**src/rtl/multicycle_core.sv**
```systemverilog
// Multi-cycle core: FETCH/DECODE/EXEC/MEM/WB sequencing around one shared ALU,
// with req/ack handshakes to external instruction and data memories.
`timescale 1ns/1ps
module multicycle_core #(
    parameter int unsigned IAW      = 5,
    parameter int unsigned DAW      = 5,
    parameter logic [31:0] RESET_PC = 32'h0,
    parameter bit          R0_ZERO  = 1'b1
) (
    input  logic           clk,
    input  logic           rst_n,
    output logic           imem_req_o,
    output logic [IAW-1:0] imem_addr_o,
    input  logic           imem_ack_i,
    input  logic [31:0]    imem_rdata_i,
    output logic           dmem_req_o,
    output logic           dmem_we_o,
    output logic [DAW-1:0] dmem_addr_o,
    output logic [31:0]    dmem_wdata_o,
    input  logic           dmem_ack_i,
    input  logic [31:0]    dmem_rdata_i,
    output logic [31:0]    pc_out_o,
    output logic [2:0]     status_out_o,
    output logic           halted_o
);

    typedef enum logic [2:0] {S_FETCH, S_DECODE, S_EXEC, S_MEM, S_WB, S_HALT} state_t;

    localparam logic [5:0] OP_R      = 6'h00;
    localparam logic [5:0] OP_J      = 6'h02;
    localparam logic [5:0] OP_BEQ    = 6'h04;
    localparam logic [5:0] OP_ADDI   = 6'h08;
    localparam logic [5:0] OP_NANDI  = 6'h1C;
    localparam logic [5:0] OP_BLEZAL = 6'h1D;
    localparam logic [5:0] OP_BALV   = 6'h1E;
    localparam logic [5:0] OP_JMXOR  = 6'h1F;
    localparam logic [5:0] OP_LW     = 6'h23;
    localparam logic [5:0] OP_SW     = 6'h2B;

    localparam logic [5:0] FN_BRV = 6'h14;
    localparam logic [5:0] FN_ADD = 6'h20;
    localparam logic [5:0] FN_SUB = 6'h22;
    localparam logic [5:0] FN_AND = 6'h24;
    localparam logic [5:0] FN_OR  = 6'h25;
    localparam logic [5:0] FN_SLT = 6'h2A;

    function automatic logic op_defined(input logic [5:0] op, input logic [5:0] fn);
        case (op)
            OP_R:    return fn inside {FN_BRV, FN_ADD, FN_SUB, FN_AND, FN_OR, FN_SLT};
            OP_J, OP_BEQ, OP_ADDI, OP_NANDI, OP_BLEZAL,
            OP_BALV, OP_JMXOR, OP_LW, OP_SW: return 1'b1;
            default: return 1'b0;
        endcase
    endfunction

    state_t         state_q, state_d;
    logic           idle_q, idle_d;
    logic [31:0]    pc_q, pc_d;
    logic [2:0]     status_q, status_d;
    logic [31:0]    regs_q [32];
    logic [31:0]    ir_q, ir_d;
    logic [31:0]    pc4_q, pc4_d;
    logic [31:0]    a_q, a_d;
    logic [31:0]    b_q, b_d;
    logic [DAW-1:0] addr_q, addr_d;
    logic [31:0]    mdr_q, mdr_d;

    logic           rf_we;
    logic [4:0]     rf_waddr;
    logic [31:0]    rf_wdata;

    logic [5:0]        op, fn;
    logic [4:0]        rs, rt, rd;
    logic signed [31:0] simm, a_s, b_s;
    logic [31:0]       br_tgt, jmp_tgt;
    logic [31:0]       alu_res;
    logic              alu_v;

    assign op      = ir_q[31:26];
    assign rs      = ir_q[25:21];
    assign rt      = ir_q[20:16];
    assign rd      = ir_q[15:11];
    assign fn      = ir_q[5:0];
    assign simm    = {{16{ir_q[15]}}, ir_q[15:0]};
    assign a_s     = a_q;
    assign b_s     = b_q;
    assign br_tgt  = pc4_q + {simm[29:0], 2'b00};
    assign jmp_tgt = {pc4_q[31:28], ir_q[25:0], 2'b00};

    assign imem_req_o   = (state_q == S_FETCH) && !idle_q;
    assign imem_addr_o  = pc_q[IAW-1:0];
    assign dmem_req_o   = (state_q == S_MEM);
    assign dmem_we_o    = (state_q == S_MEM) && (op == OP_SW);
    assign dmem_addr_o  = addr_q;
    assign dmem_wdata_o = b_q;
    assign pc_out_o     = pc_q;
    assign status_out_o = status_q;
    assign halted_o     = (state_q == S_HALT);

    // Shared ALU for R-type ops; V is meaningful only for add/sub
    always_comb begin
        alu_res = '0;
        alu_v   = 1'b0;
        case (fn)
            FN_ADD: begin
                alu_res = a_q + b_q;
                alu_v   = (a_q[31] == b_q[31]) && (alu_res[31] != a_q[31]);
            end
            FN_SUB: begin
                alu_res = a_q - b_q;
                alu_v   = (a_q[31] != b_q[31]) && (alu_res[31] != a_q[31]);
            end
            FN_AND:  alu_res = a_q & b_q;
            FN_OR:   alu_res = a_q | b_q;
            FN_SLT:  alu_res = {31'd0, (a_s < b_s)};
            default: alu_res = '0;
        endcase
    end

    always_comb begin
        state_d  = state_q;
        idle_d   = idle_q;
        pc_d     = pc_q;
        status_d = status_q;
        ir_d     = ir_q;
        pc4_d    = pc4_q;
        a_d      = a_q;
        b_d      = b_q;
        addr_d   = addr_q;
        mdr_d    = mdr_q;
        rf_we    = 1'b0;
        rf_waddr = rt;
        rf_wdata = '0;
        case (state_q)
            S_FETCH: begin
                // The first FETCH cycle after every instruction keeps req low
                if (idle_q) begin
                    idle_d = 1'b0;
                end else if (imem_ack_i) begin
                    ir_d    = imem_rdata_i;
                    pc4_d   = pc_q + 32'd4;
                    state_d = S_DECODE;
                end
            end
            S_DECODE: begin
                a_d     = regs_q[rs];
                b_d     = regs_q[rt];
                state_d = op_defined(op, fn) ? S_EXEC : S_HALT;
            end
            S_EXEC: begin
                state_d = S_FETCH;
                idle_d  = 1'b1;
                pc_d    = pc4_q;
                case (op)
                    OP_R: begin
                        if (fn == FN_BRV) begin
                            pc_d = status_q[2] ? a_q : pc4_q;
                        end else begin
                            rf_we    = 1'b1;
                            rf_waddr = rd;
                            rf_wdata = alu_res;
                            status_d = {alu_res[31], (alu_res == 32'd0), alu_v};
                        end
                    end
                    OP_ADDI: begin
                        rf_we    = 1'b1;
                        rf_wdata = a_q + simm;
                    end
                    OP_NANDI: begin
                        rf_we    = 1'b1;
                        rf_wdata = ~(a_q & {16'h0000, ir_q[15:0]});
                    end
                    OP_BEQ: pc_d = (a_q == b_q) ? br_tgt : pc4_q;
                    OP_J:   pc_d = jmp_tgt;
                    OP_BLEZAL: begin
                        if (a_s <= 0) begin
                            rf_we    = 1'b1;
                            rf_waddr = 5'd31;
                            rf_wdata = pc4_q;
                            pc_d     = br_tgt;
                        end
                    end
                    OP_BALV: begin
                        if (status_q[0]) begin
                            rf_we    = 1'b1;
                            rf_waddr = 5'd31;
                            rf_wdata = pc4_q;
                            pc_d     = jmp_tgt;
                        end
                    end
                    OP_LW, OP_SW: begin
                        addr_d  = DAW'(a_q + simm);
                        pc_d    = pc_q;
                        idle_d  = idle_q;
                        state_d = S_MEM;
                    end
                    OP_JMXOR: begin
                        addr_d  = DAW'(a_q ^ b_q);
                        pc_d    = pc_q;
                        idle_d  = idle_q;
                        state_d = S_MEM;
                    end
                    default: ;
                endcase
            end
            S_MEM: begin
                if (dmem_ack_i) begin
                    if (op == OP_SW) begin
                        pc_d    = pc4_q;
                        idle_d  = 1'b1;
                        state_d = S_FETCH;
                    end else begin
                        mdr_d   = dmem_rdata_i;
                        state_d = S_WB;
                    end
                end
            end
            S_WB: begin
                rf_we   = 1'b1;
                idle_d  = 1'b1;
                state_d = S_FETCH;
                if (op == OP_JMXOR) begin
                    rf_waddr = 5'd31;
                    rf_wdata = pc4_q;
                    pc_d     = mdr_q << 2;
                end else begin
                    rf_wdata = mdr_q;
                    pc_d     = pc4_q;
                end
            end
            S_HALT:  ;
            default: state_d = S_HALT;
        endcase
    end

    always_ff @(posedge clk or negedge rst_n) begin
        if (!rst_n) begin
            state_q  <= S_FETCH;
            idle_q   <= 1'b1;
            pc_q     <= RESET_PC;
            status_q <= '0;
            for (int i = 0; i < 32; i++) regs_q[i] <= '0;
        end else begin
            state_q  <= state_d;
            idle_q   <= idle_d;
            pc_q     <= pc_d;
            status_q <= status_d;
            if (rf_we && !(R0_ZERO && (rf_waddr == 5'd0))) regs_q[rf_waddr] <= rf_wdata;
        end
    end

    // Datapath latches are always written before use, so they carry no reset
    always_ff @(posedge clk) begin
        ir_q   <= ir_d;
        pc4_q  <= pc4_d;
        a_q    <= a_d;
        b_q    <= b_d;
        addr_q <= addr_d;
        mdr_q  <= mdr_d;
    end

endmodule

```
**config.mk**
```make
export PLATFORM = sky130hd
export DESIGN_NAME = multicycle_core
export DESIGN_NICKNAME = d
export VERILOG_FILES = /design/src/rtl/multicycle_core.sv
export SDC_FILE = /design/constraint.sdc
export NUM_CORES = 2
export LEC_CHECK = 0
export CAP_MARGIN = 20
export CORE_ASPECT_RATIO = 0.6
export CORE_MARGIN = 8
export CORE_UTILIZATION = 30
export CTS_CLUSTER_SIZE = 12
export DETAILED_ROUTE_END_ITERATION = 12
export PLACE_DENSITY_LB_ADDON = 0.2
export SETUP_SLACK_MARGIN = 0.2
export SLEW_MARGIN = 20
export SYNTH_ARGS = -nofsm -noshare
export SYNTH_HDL_FRONTEND = slang
export SYNTH_SLANG_ARGS = --single-unit
```
**constraint.sdc**
```tcl
create_clock -name clk -period 9.9 [get_ports clk]
set_clock_uncertainty 0.15 [all_clocks]
set_input_delay 1.98 -clock clk [delete_from_list [all_inputs] [get_ports clk]]
set_output_delay 1.98 -clock clk [all_outputs]
set_load 0.005 [all_outputs]
```
== Yosys cells after proc, flatten, opt, wreduce, memory -nomap -nowiden ==
Cells that the tools add are included.

* Flip-flop bits (word level): 1,228
* Bits of input ports: 68
* Output and inout bits: 81
* Word-level logic and storage cells: 174

* Add/sub/neg operators: 5
* Magnitude comparators: 6
* Equal/unequal tests: 30
* Mux-type cells: 52
* Bitwise logic cells: 12
* Reduce and logical (&&, ||, !) cells: 27

{| class="wikitable"
|+ Operators by type and width
! kind !! count
|-
| $bwmux 1024 || 1
|-
| $mux 32 || 16
|-
| $bmux 32 s5 || 2
|-
| $pmux 32 s5 || 2
|-
| $pmux 32 s6 || 1
|-
| $demux 32 s5 || 1
|-
| $add 32x32->32 || 3
|-
| $pmux 32 s3 || 1
|-
| $pmux 32 s2 || 1
|-
| $eq 6x6->1 const B || 7
|-
| $add 32x3->32 const B || 1
|-
| $and 32x16->32 || 1
|-
| $and 32x32->32 || 1
|-
| $eq 32x32->1 || 1
|-
| $le 32x1->1 const B || 1
|-
| $logic_not 32->1 || 1
|-
| $lt 32x32->1 || 1
|-
| $not 32->32 || 1
|-
| $or 32x32->32 || 1
|-
| $sub 32x32->32 || 1
|-
| $eq 6x5->1 const B || 5
|-
| $mux 28 || 1
|-
| $mux 5 || 4
|-
| $pmux 5 s2 || 2
|-
| other kinds (37) || 75
|}

== Logic depth before layout (Yosys ltp) ==
* Depth in word-level cells: 10
* Mapped depth: 15

== Worst setup path after synthesis ==
No wires, ideal clock.

* Kind: in2reg
* Start: in imem_ack_i
* End: reg ir_q[0], enable pin
* Data arrival time: 8.105 ns
* Data required time: 9.106 ns
* Path slack: 1.001 ns
* Stages: 2
* Buffers on the path: 0
* Cells stage by stage: nand2b_1 -> nor4_1

* Word-level cells in the longest chain between the ends: 1

{| class="wikitable"
|+ RTL lines
! item !! line !! source
|-
| start: declaration || 14 || <nowiki>input logic imem_ack_i,</nowiki>
|-
| $reduce_and 3->1 (no line) || -- ||
|-
| end signal: assignment || 254 || <nowiki>ir_q <= ir_d;</nowiki>
|-
| end: declaration || 61 || <nowiki>logic [31:0] ir_q, ir_d;</nowiki>
|}

Every way passes these cells.
A chain may end at the register's enable or synchronous reset.

== Worst setup path after layout ==
* Start: reg a_q[6]
* End: reg regs_q[399] in the netlist's numbering

* Word-level cells in the longest chain between the ends: 10
* Elaborated cells on any way between the ends: 25
* Classes of those cells: add/sub: 3; order compare: 3; mux: 14; bitwise: 1; reduce/logical: 4

{| class="wikitable"
|+ RTL lines
! item !! line !! source
|-
| start: declaration || 63 || <nowiki>logic [31:0] a_q, a_d;</nowiki>
|-
| start signal: assignment || 256 || <nowiki>a_q <= a_d;</nowiki>
|-
| $le 32x1->1 || 176 || <nowiki>if (a_s <= 0) begin</nowiki>
|-
| $mux 5 || 176 ||
|-
| $pmux 5 s3 || 154 || <nowiki>case (op)</nowiki>
|-
| $pmux 5 s2 || 134 || <nowiki>case (state_q)</nowiki>
|-
| $not 5->6 (implied by the code) || 248 || <nowiki>if (rf_we && !(R0_ZERO && (rf_waddr == 5'd0))) regs_q[rf_waddr] <= rf_wdata;</nowiki>
|-
| $ge 6x6->1 (implied by the code) or $lt 6x1->1 (tied branches) || 248 ||
|-
| $logic_and 1x1->1 (implied by the code) || 248 ||
|-
| $mux 32 (implied by the code) || 248 ||
|-
| $demux 32 s5 || 248 ||
|-
| $bwmux 1024 || 248 ||
|-
| end signal: indexed assignment || 248 ||
|-
| end: declaration || 60 || <nowiki>logic [31:0] regs_q [32];</nowiki>
|}

Several ways; a longest one is shown, not always the timed one.

==> reports/results.txt <==
Async SR Flop Fraction - 86.6%
FF-to-FF Start - a_q[6]$_DFFE_PN_
share of layout cells above drive strength 1 - 20.6%
vias post-DR - 54300
unrepaired setup endpoints after global routing - no
number of filler cells placed in the layout - 23400
Post-DRT Antenna Nets - 0
worst slack, placed - 3.95 ns
drt drc - 0
EDFF count, synth - 165
Syn. warnings - 0
Hold Fails Final Rpt - 0
CTS root buffer - clkbuf_16
final core occ - 33.6%
sequential share of the synthesized area - 44.7%
post-CTS sizing - 0
highest metal used - met5
GRT Residual Overflow - 0
Setup TNS - 0 ns
Hold Buf Count CTS - 0
WHS Endpoint - regs_q[1011]$_DFFE_PN0P_
period utilization - 62.8%
WL met3 - 35600 um
Die Y - 392 um
via/cell ratio - 5.84
full die area - 252000 um2
post-CTS setup buffers - 0
htree depth - 3
CP max FO - 31
Hold WC Path Type - reg2reg
Mapped Area - 70600 um2
TritonCTS Sinks - 1228
Final min period - 6.22 ns
status - complete, no violations
largest net degree at the start of global routing - 152
worst vdd ir - 0.165 mV
Max-cap violations - 0
FF-to-FF setup slack - 3.68 ns
hold path depth - 0
Post-synth top flop - dfrtp_1
Fmax - 161 MHz
metal2 WL - 110000 um
leakage dissipation - 0.0320 uW
reg2reg end - regs_q[399]$_DFFE_PN0P_
PortBufs - 148
Max-slew headroom - 9.53%
crit path capture type - flip-flop
Post-Place Cells - 9096
fin cells - 9293
Worst-path clk slew - 0.07 ns
crit path launch type - flip-flop
vias in the first global route - 51300
wire length on met1 - 134000 um
Arrival @ worst endpoint - 6.68 ns
first-pass GRT wire length - 404000 um
Int Power - 12900 uW
HPWL after DPL - 189000 um
drt total wl - 286000 um
register share of total power - 42.3%
worst-margin pin slew - 1.35 ns
die width - 642 um
CORE AREA - 235000 um2
CTS tree - yes
1st-iter DRT viols - 7602
Synth Net Count - 6451
clock power share - 21.8%
Boundary Pins - 149
initial antenna violation count - 15
P per Cell Area - 261 nW/um2
gr usage total - 22.0%
Pre-antenna DRT Iters - 7
Critical Path RT - 10.36 ns
Comb pwr share - 36.0%
Avg Synthesized Cell Area - 11.3 um2
Initial Util - 30.1%
clock buffer depth - 3
site row count - 138
Synth Instances - 6222
synthesized flop and latch total - 1228
area grow syn2layout - 11.6%
GPL Wtd Cong - 1.02
worst r2r path cells - 13
setup violators final - 0
routed length per instance - 30.8 um
switching power - 7710 uW
Worst Hold Launch - regs_q[1011]$_DFFE_PN0P_
critical path class - reg2reg
sw frac - 37.5%
Layout Nets - 6300
fin worst setup slack - 3.68 ns
CTS Buf Count - 119
Synth cell types - 105
worst-skew pair later-pin latency - 0.79 ns
Slew Limit Fails - 0
final cells by class:
class                           count  area (um2)  area share, %
Clock inverter                     14         169          0.214
Timing Repair Buffer              310        2890           3.67
Clock buffer                      170        3390           4.31
Antenna cell                        9        22.5         0.0286
Inverter                          136         510          0.648
Multi-Input combinational cell   4276       36300           46.1
Tap cell                         3150        3940           5.00
Sequential cell                  1228       31600           40.0
per-layer routing:
layer / vias to the layer above / track usage (%)
met1: 28200 / 34.6
met5: - / 0.468
li1: 22800 / -
met3: 343 / 7.95
met4: 14 / 3.78
met2: 2924 / 28.7
sequential cells by signal (all words and copies together), names as in the netlist:
name	flops
a_q	32
dmem_addr_o	5
dmem_wdata_o	32
idle_q	1
ir_q	32
mdr_q	32
pc4_q	32
pc_out_o	32
regs_q	1024
state_q	3
status_out_o	3
worst max-delay path: stages, from the launching register on:
cell and delay (ns):
edfxtp_1 0.69, inv_1 0.10, ha_1 0.45, a2111oi_0 0.43
o21ai_1 0.25, and3b_1 0.26, o41ai_1 0.74, a21oi_1 0.21
xnor2_1 0.19, a221oi_1 1.03, o221ai_1 0.63, o21a_1 0.32
buf_4 0.25, mux2_2 0.31
Yosys cell counts (37+ instances only):
library cell	instances	area share, %
inv_1	136	0.72
nor3_1	42	0.30
mux2i_1	37	0.52
xnor2_1	64	0.79
clkbuf_1	306	1.6
a221oi_1	39	0.48
buf_1	57	0.30
ha_1	157	2.8
nand2_1	240	1.3
buf_2	178	1.3
nand3_1	39	0.28
mux2_2	189	3.0
edfxtp_1	165	7.0
a31oi_1	51	0.45
dfrtp_1	1062	38
nor2_1	1010	5.4
o21ai_0	124	0.88
mux4_2	640	20
a21oi_1	1015	7.2
a21o_1	37	0.39
cells by family after synthesis:
family / after synthesis / share of synthesized area [%]
compound gates: 1605 / 13.5
simple gates: 1553 / 9.43
flops: 1228 / 44.7
mux: 868 / 24.0
buf+inv: 718 / 4.36
fa+ha+maj: 161 / 2.90
xor+xnor: 89 / 1.10
metrics by stage:
stage          instance area, um2  power [uW]  hold WS (ns)
2_1_floorplan               70600       13100         0.291
3_3_place_gp                75200       15700         0.226
3_5_place_dp                75200       15900         0.232
4_1_cts                     78700       20400         0.247
5_1_grt                     78800       21600         0.257
6_report                    78800       20600         0.242
power groups by stage:
stage	Clock, uW	Sequential (uW)	Combinational, uW
CTS	4580	8620	7240
global route	4770	8920	7930
global placement	0	8580	7130
finish	4480	8700	7400
floorplan	0	8080	5040
detailed placement	0	8690	7210
worst max path at each step:
stage                      startpoint                       to  slack [ns]  cells past startpoint
finish               a_q[6]$_DFFE_PN_  regs_q[399]$_DFFE_PN0P_        3.68                     13
CTS                 a_q[16]$_DFFE_PN_  regs_q[761]$_DFFE_PN0P_        3.92                     12
global route         a_q[1]$_DFFE_PN_  regs_q[399]$_DFFE_PN0P_        3.68                     13
detailed placement  a_q[16]$_DFFE_PN_  regs_q[761]$_DFFE_PN0P_        3.95                     12
floorplan                  imem_ack_i        ir_q[0]$_DFFE_PP_        1.00                      2
global placement    a_q[16]$_DFFE_PN_  regs_q[761]$_DFFE_PN0P_        4.00                     12
cells in the final DEF, fill, tap and decap left out, types with 122 or more instances in the layout:
| cell type | count |
|---|---|
| dfrtp_1 | 1062 |
| mux2_2 | 189 |
| o21ai_0 | 123 |
| edfxtp_1 | 165 |
| mux4_2 | 640 |
| nand2_1 | 240 |
| clkbuf_16 | 122 |
| inv_1 | 136 |
| a21oi_1 | 998 |
| buf_4 | 145 |
| nor2_1 | 998 |
| ha_1 | 157 |
| clkdlybuf4s50_1 | 147 |
Power figures use the tool's default switching activity.
